## src/rtl/wav_xfade_sel_if.sv

```systemverilog
// wav_xfade_sel_if: waveform selector bus (channel data, controls, selected output).
interface wav_xfade_sel_if #(
  parameter int W = 8,
  parameter int N = 4
);
  localparam int SW = $clog2(N);
  logic [N*W-1:0] wav_in;
  logic           sample_en;
  logic           next_in;
  logic           prev_in;
  logic           sel_load;
  logic [SW-1:0]  sel_val;
  logic [W-1:0]   wav;
  logic [SW-1:0]  sel;
  logic           busy;
  modport master (
    output wav_in, sample_en, next_in, prev_in, sel_load, sel_val,
    input  wav, sel, busy
  );
  modport slave (
    input  wav_in, sample_en, next_in, prev_in, sel_load, sel_val,
    output wav, sel, busy
  );
endinterface

```

## src/rtl/wav_xfade_sel.sv

```systemverilog
// wav_xfade_sel: N-channel waveform selector with linear crossfade on selection change.
module wav_xfade_sel #(
  parameter int W       = 8,
  parameter int N       = 4,
  parameter int XF_LOG2 = 4
) (
  input  logic           clk,
  input  logic           rst,
  wav_xfade_sel_if.slave bus
);
  localparam int SW = $clog2(N);
  localparam int K  = XF_LOG2;
  localparam int CW = (K > 0) ? K : 1;
  typedef enum logic {IDLE, FADE} state_t;
  state_t        state, state_d;
  logic [SW-1:0] sel, sel_d, src, src_d, pend, pend_d, base, req, inc, dec;
  logic          pend_v, pend_v_d, busy, busy_d, next_r, prev_r, rise_n, rise_p, req_v;
  logic [CW-1:0] cnt, cnt_d;
  logic [W-1:0]  wav, wav_d, ch_sel, ch_src, blend;
  logic [K:0]    wsrc;
  logic [W+K-1:0] acc;
  logic [W-1:0]  ch [N];
  for (genvar k = 0; k < N; k++) begin : g_ch
    assign ch[k] = bus.wav_in[k*W +: W];
  end
  assign rise_n = bus.next_in & ~next_r;
  assign rise_p = bus.prev_in & ~prev_r;
  // Steps chain off the pending target so repeated presses during a fade accumulate.
  assign base  = pend_v ? pend : sel;
  assign inc   = (base == SW'(N-1)) ? '0 : base + SW'(1);
  assign dec   = (base == '0) ? SW'(N-1) : base - SW'(1);
  assign req_v = bus.sel_load ? (int'(bus.sel_val) < N) : (rise_n ^ rise_p);
  assign req   = bus.sel_load ? bus.sel_val : rise_n ? inc : dec;
  assign ch_sel = ch[sel];
  assign ch_src = ch[src];
  // Weights sum to 2^K, so the sum stays within W+K bits and the shift truncates.
  assign wsrc  = (K+1)'(2**K) - (K+1)'(cnt);
  assign acc   = (W+K)'(ch_src) * (W+K)'(wsrc) + (W+K)'(ch_sel) * (W+K)'(cnt);
  assign blend = W'(acc >> K);
  always_comb begin
    state_d  = state;
    sel_d    = sel;
    src_d    = src;
    cnt_d    = cnt;
    busy_d   = busy;
    pend_d   = pend;
    pend_v_d = pend_v;
    wav_d    = ch_sel;
    if (state == IDLE) begin
      if (req_v && req != sel) begin
        sel_d = req;
        if (K > 0) begin
          src_d   = sel;
          cnt_d   = '0;
          busy_d  = 1'b1;
          state_d = FADE;
        end
      end
    end else begin
      wav_d = blend;
      if (req_v) begin
        pend_d   = req;
        pend_v_d = req != sel;
      end
      if (bus.sample_en) begin
        cnt_d = cnt + CW'(1);
        if (&cnt) begin
          if (pend_v_d) begin
            src_d    = sel;
            sel_d    = pend_d;
            pend_v_d = 1'b0;
          end else begin
            busy_d  = 1'b0;
            state_d = IDLE;
          end
        end
      end
    end
  end
  always_ff @(posedge clk) begin
    if (rst) begin
      state  <= IDLE;
      sel    <= '0;
      src    <= '0;
      cnt    <= '0;
      busy   <= 1'b0;
      pend   <= '0;
      pend_v <= 1'b0;
      wav    <= '0;
      next_r <= 1'b0;
      prev_r <= 1'b0;
    end else begin
      state  <= state_d;
      sel    <= sel_d;
      src    <= src_d;
      cnt    <= cnt_d;
      busy   <= busy_d;
      pend   <= pend_d;
      pend_v <= pend_v_d;
      wav    <= wav_d;
      next_r <= bus.next_in;
      prev_r <= bus.prev_in;
    end
  end
  assign bus.wav  = wav;
  assign bus.sel  = sel;
  assign bus.busy = busy;
endmodule

```

## src/flat_wrapper.sv

```systemverilog
// flat-port wrapper written by rule: the top's interface ports become plain ports
module wav_xfade_sel_flat 
#(
  parameter int W       = 8,
  parameter int N       = 4,
  parameter int XF_LOG2 = 4
)
  (clk, rst, bus_wav_in, bus_sample_en, bus_next_in, bus_prev_in, bus_sel_load, bus_sel_val, bus_wav, bus_sel, bus_busy);
  wav_xfade_sel_if #(.W(W), .N(N)) bus_i ();
  input  logic clk;
  input  logic rst;
  input wire logic [$bits(bus_i.wav_in)-1:0] bus_wav_in;
  input wire logic [$bits(bus_i.sample_en)-1:0] bus_sample_en;
  input wire logic [$bits(bus_i.next_in)-1:0] bus_next_in;
  input wire logic [$bits(bus_i.prev_in)-1:0] bus_prev_in;
  input wire logic [$bits(bus_i.sel_load)-1:0] bus_sel_load;
  input wire logic [$bits(bus_i.sel_val)-1:0] bus_sel_val;
  output wire logic [$bits(bus_i.wav)-1:0] bus_wav;
  output wire logic [$bits(bus_i.sel)-1:0] bus_sel;
  output wire logic [$bits(bus_i.busy)-1:0] bus_busy;
  assign bus_i.wav_in = bus_wav_in;
  assign bus_i.sample_en = bus_sample_en;
  assign bus_i.next_in = bus_next_in;
  assign bus_i.prev_in = bus_prev_in;
  assign bus_i.sel_load = bus_sel_load;
  assign bus_i.sel_val = bus_sel_val;
  assign bus_wav = bus_i.wav;
  assign bus_sel = bus_i.sel;
  assign bus_busy = bus_i.busy;
  wav_xfade_sel #(.W(W), .N(N), .XF_LOG2(XF_LOG2)) u_core (.clk(clk), .rst(rst), .bus(bus_i));
endmodule
```

## config.mk

```make
export PLATFORM = sky130hd
export DESIGN_NAME = wav_xfade_sel_flat
export DESIGN_NICKNAME = d
export VERILOG_FILES = /design/src/rtl/wav_xfade_sel_if.sv /design/src/rtl/wav_xfade_sel.sv /design/src/flat_wrapper.sv
export SDC_FILE = /design/constraint.sdc
export NUM_CORES = 1
export LEC_CHECK = 0
export ABC_AREA = 1
export BUFFER_PORTS_ARGS = -buffer_cell sky130_fd_sc_hd__buf_4
export CORE_ASPECT_RATIO = 1.75
export CORE_MARGIN = 10
export CORE_UTILIZATION = 32
export DETAILED_ROUTE_END_ITERATION = 7
export PLACE_DENSITY = 0.46
export SYNTH_ARGS = -nofsm -noshare
export SYNTH_HDL_FRONTEND = slang
export SYNTH_SLANG_ARGS = --single-unit
export TNS_END_PERCENT = 100
```

## constraint.sdc

```tcl
create_clock -name clk -period 8.05 [get_ports clk]
set_input_delay 0.805 -clock clk [delete_from_list [all_inputs] [get_ports clk]]
set_output_delay 0.805 -clock clk [all_outputs]
set_load 0.05 [all_outputs]
```

==> flow_metrics.tcl <==
set metrics [dict create \
    tightest_slew_ns 0.963 \
    highest_layer "met4" \
    synth_edf_count 0 \
    critical_path.startpoint_type "flop" \
    vias 3554 \
    p_sw_frac 0.567 \
    htreeDepth 1 \
    postPlaceCellArea_um2 4260 \
    p_int_uw 538 \
    synthCells 559 \
    gp_congestion 0.864 \
    syn_area_per_cell_um2 6.78 \
    start_util 0.327 \
    vdd_drop_max_mv 0.126 \
    grt_max_degree 24 \
    synth_area_um2 3790 \
    fin_crit_sh 0.723 \
    viasPerCell 4.86 \
    final_nets 709 \
    clk_latency_ns 0.26 \
    tns_ns 0 \
    clk_path_buf_depth 2 \
    grt_pass1_wl_um 19700 \
    async_reset_ff_frac 0 \
    hold_viol 0 \
    antenna_found_initial 0 \
    num_rows 52 \
    yosys_warnings 0 \
    grt_setup_unrepaired "false" \
    core_area_um2 11600 \
    wl_per_cell_um 16.4 \
    ys_top_cells_by_area "fa_1 25%, nand2_1 13%, dfxtp_1 12%" \
    finalMaxSlewViolations 0 \
    dp_hpwl_um 10300 \
    root_buffer "clkbuf_16" \
    timing_worst_setup_path_type "reg -> reg" \
    drive_gt1_frac 0.147 \
    p_comb_frac 0.762 \
    hold_buffers 0 \
    hold_path.class "reg -> reg" \
    fin_skew_ns 0.00694 \
    cp.arrival_ns 5.98 \
    cts_tree "yes" \
    crit_path_end_kind "flop" \
    firstDrtPassIters 6 \
    clock_sinks 23 \
    cp.required_ns 8.21 \
    grt_pass1_vias 3867 \
    p_clk_frac 0.090 \
    cts_setup_buffers 0 \
    finalInstanceArea_um2 4340 \
    globalRouteOverflowTotal 0 \
    area_delta_synth_final_pct 14.4 \
    wl_met1_um 3980 \
    p_sw_uw 703 \
    maxCapViolCount 0 \
    pin_count 51 \
    diodes 0 \
    routed-wl-met3_um 369 \
    drt_iter0_markers 169 \
    route.detailed.drc 0 \
    track_usage 0.151 \
    fmax_mhz 172 \
    power_frac_seq 0.149 \
    relSlewSlack 0.357 \
    run_status "finished, final reports clean" \
    ys_ff_latch 23 \
    die_y_um 164 \
    ys_types 33 \
    cts_made_buffers 3 \
    yosysTopAreaCell "fa_1" \
    routed_wl_um 12000 \
    setup_viol 0 \
    drtAntennaViolNets 0 \
    p_leak_nw 2.31 \
    clkTransAtPathRegs_ns 0.07 \
    synth_top_area_frac 0.248 \
    route.met2.wl_um 7340 \
    cp_max_fo 23 \
    syn-num-nets 670 \
    yosysSeqAreaShare 0.122 \
    post-route-min-period_ns 5.82 \
    postCtsResizedCells 0 \
    synthFlopType "dfxtp_1" \
    rrSetupSlack_ns 2.23 \
    p_per_area_nw_per_um2 286 \
    die-area_um2 16800 \
    port_buffers 50 \
    die-width_um 102 \
]
==> worst max-delay path: stages, from the launching register on <==
cell and delay (ns):
dfxtp_1 0.95, inv_2 0.33, nor2_1 0.17, nor2_1 0.06, a21oi_1 0.50, nor2_1 0.14
fa_1 0.53, fa_1 0.52, fa_1 0.55, inv_1 0.06, fa_1 0.53, inv_1 0.04
ha_1 0.35, nand2_1 0.12, inv_1 0.05, nand3_1 0.07, nor2_1 0.06, nor2_1 0.25
o21ai_1 0.13, a21oi_1 0.13, o21ai_1 0.09, nand2_1 0.06, inv_1 0.03
==> metrics by stage <==
stage	utilization	instances	power [mW]	worst slack (ns)	hold slack, ns
2_1_floorplan	-	559	0.890	3.19	0.472
3_3_place_gp	0.368	728	1.14	2.27	0.451
3_5_place_dp	0.368	728	1.15	2.26	0.458
4_1_cts	0.374	732	1.26	2.23	0.467
5_1_grt	0.374	732	1.40	1.85	0.512
6_report	0.374	732	1.24	2.23	0.464
==> final timing paths <==
path,start,to,cells after the start
hold reg to reg,u_core.bus.busy,u_core.bus.busy,2
hold / removal,u_core.bus.busy,u_core.bus.busy,2
setup / recovery,u_core.bus.sel[0],u_core.bus.wav[5],22
setup reg to reg,u_core.bus.sel[0],u_core.bus.wav[5],22
==> Yosys cell counts (2+ instances only) <==
cell type,number
ha_1,24
fa_1,47
nand2_1,130
inv_1,91
dfxtp_1,23
o21ai_1,8
inv_2,13
clkinv_1,2
nor2_1,73
nand4_1,4
nand3_1,48
clkbuf_1,9
a32o_1,3
nand3_4,2
xor2_1,4
o21bai_1,2
xnor2_1,5
buf_2,4
a21oi_1,34
o21ai_0,6
o21ai_2,2
nand3_2,3
nand2_4,2
nand2_2,11
==> routing by layer <==
layer | global-route usage | up-vias
li1 | - | 1785
met1 | 0.141 | 1687
met5 | 0 | -
met4 | 0.0432 | 0
met3 | 0.0198 | 15
met2 | 0.318 | 67
==> kinds of logic after synthesis <==
kind of cell,after synthesis,share of synthesized area
buf+inv,122,0.125
xor+xnor,10,0.0251
fa+ha+maj,71,0.328
simple gates,278,0.321
flops,23,0.122
compound gates,55,0.0799
==> power groups by stage <==
stage / logic (mW) / clock network (mW) / registers (mW)
finish: 0.945 / 0.111 / 0.184
floorplan: 0.660 / 0 / 0.230
CTS: 0.964 / 0.115 / 0.184
global route: 1.09 / 0.119 / 0.189
detailed placement: 0.959 / 0 / 0.187
global placement: 0.952 / 0 / 0.187
==> registers in the layout (all words and copies together) (netlist names) <==
register / flops
u_core.bus.wav: 8
u_core.cnt: 4
u_core.bus.sel: 2
u_core.pend: 2
u_core.src: 2
u_core.bus.busy: 1
u_core.next_r: 1
u_core.pend_v: 1
u_core.prev_r: 1
u_core.state: 1
==> area by class of cell <==
cell class	instances	area [um2]
Sequential cell	23	460
Clock buffer	4	78.8
Timing Repair Buffer	50	375
Fill cell	1281	7250
Inverter	106	398
Tap cell	135	169
Multi-Input combinational cell	414	2850
==> placed cells by master (no fill, tap or decap), types with 2 or more instances in the layout <==
master     count
inv_1         91
xnor2_1        5
clkinv_1       2
xor2_1         4
nand3_4        2
inv_2         13
dfxtp_1       23
nor2_1        73
nand4_1        4
nand3_2        3
ha_1          24
o21ai_0        6
o21bai_1       2
nand2_2       11
nand2_4        2
a21oi_1       34
nand2_1      130
nand3_1       48
buf_4         50
a32o_1         3
fa_1          47
o21ai_2        2
o21ai_1        8
clkbuf_16      3
Note: power is estimated with default switching activity, not from simulation.
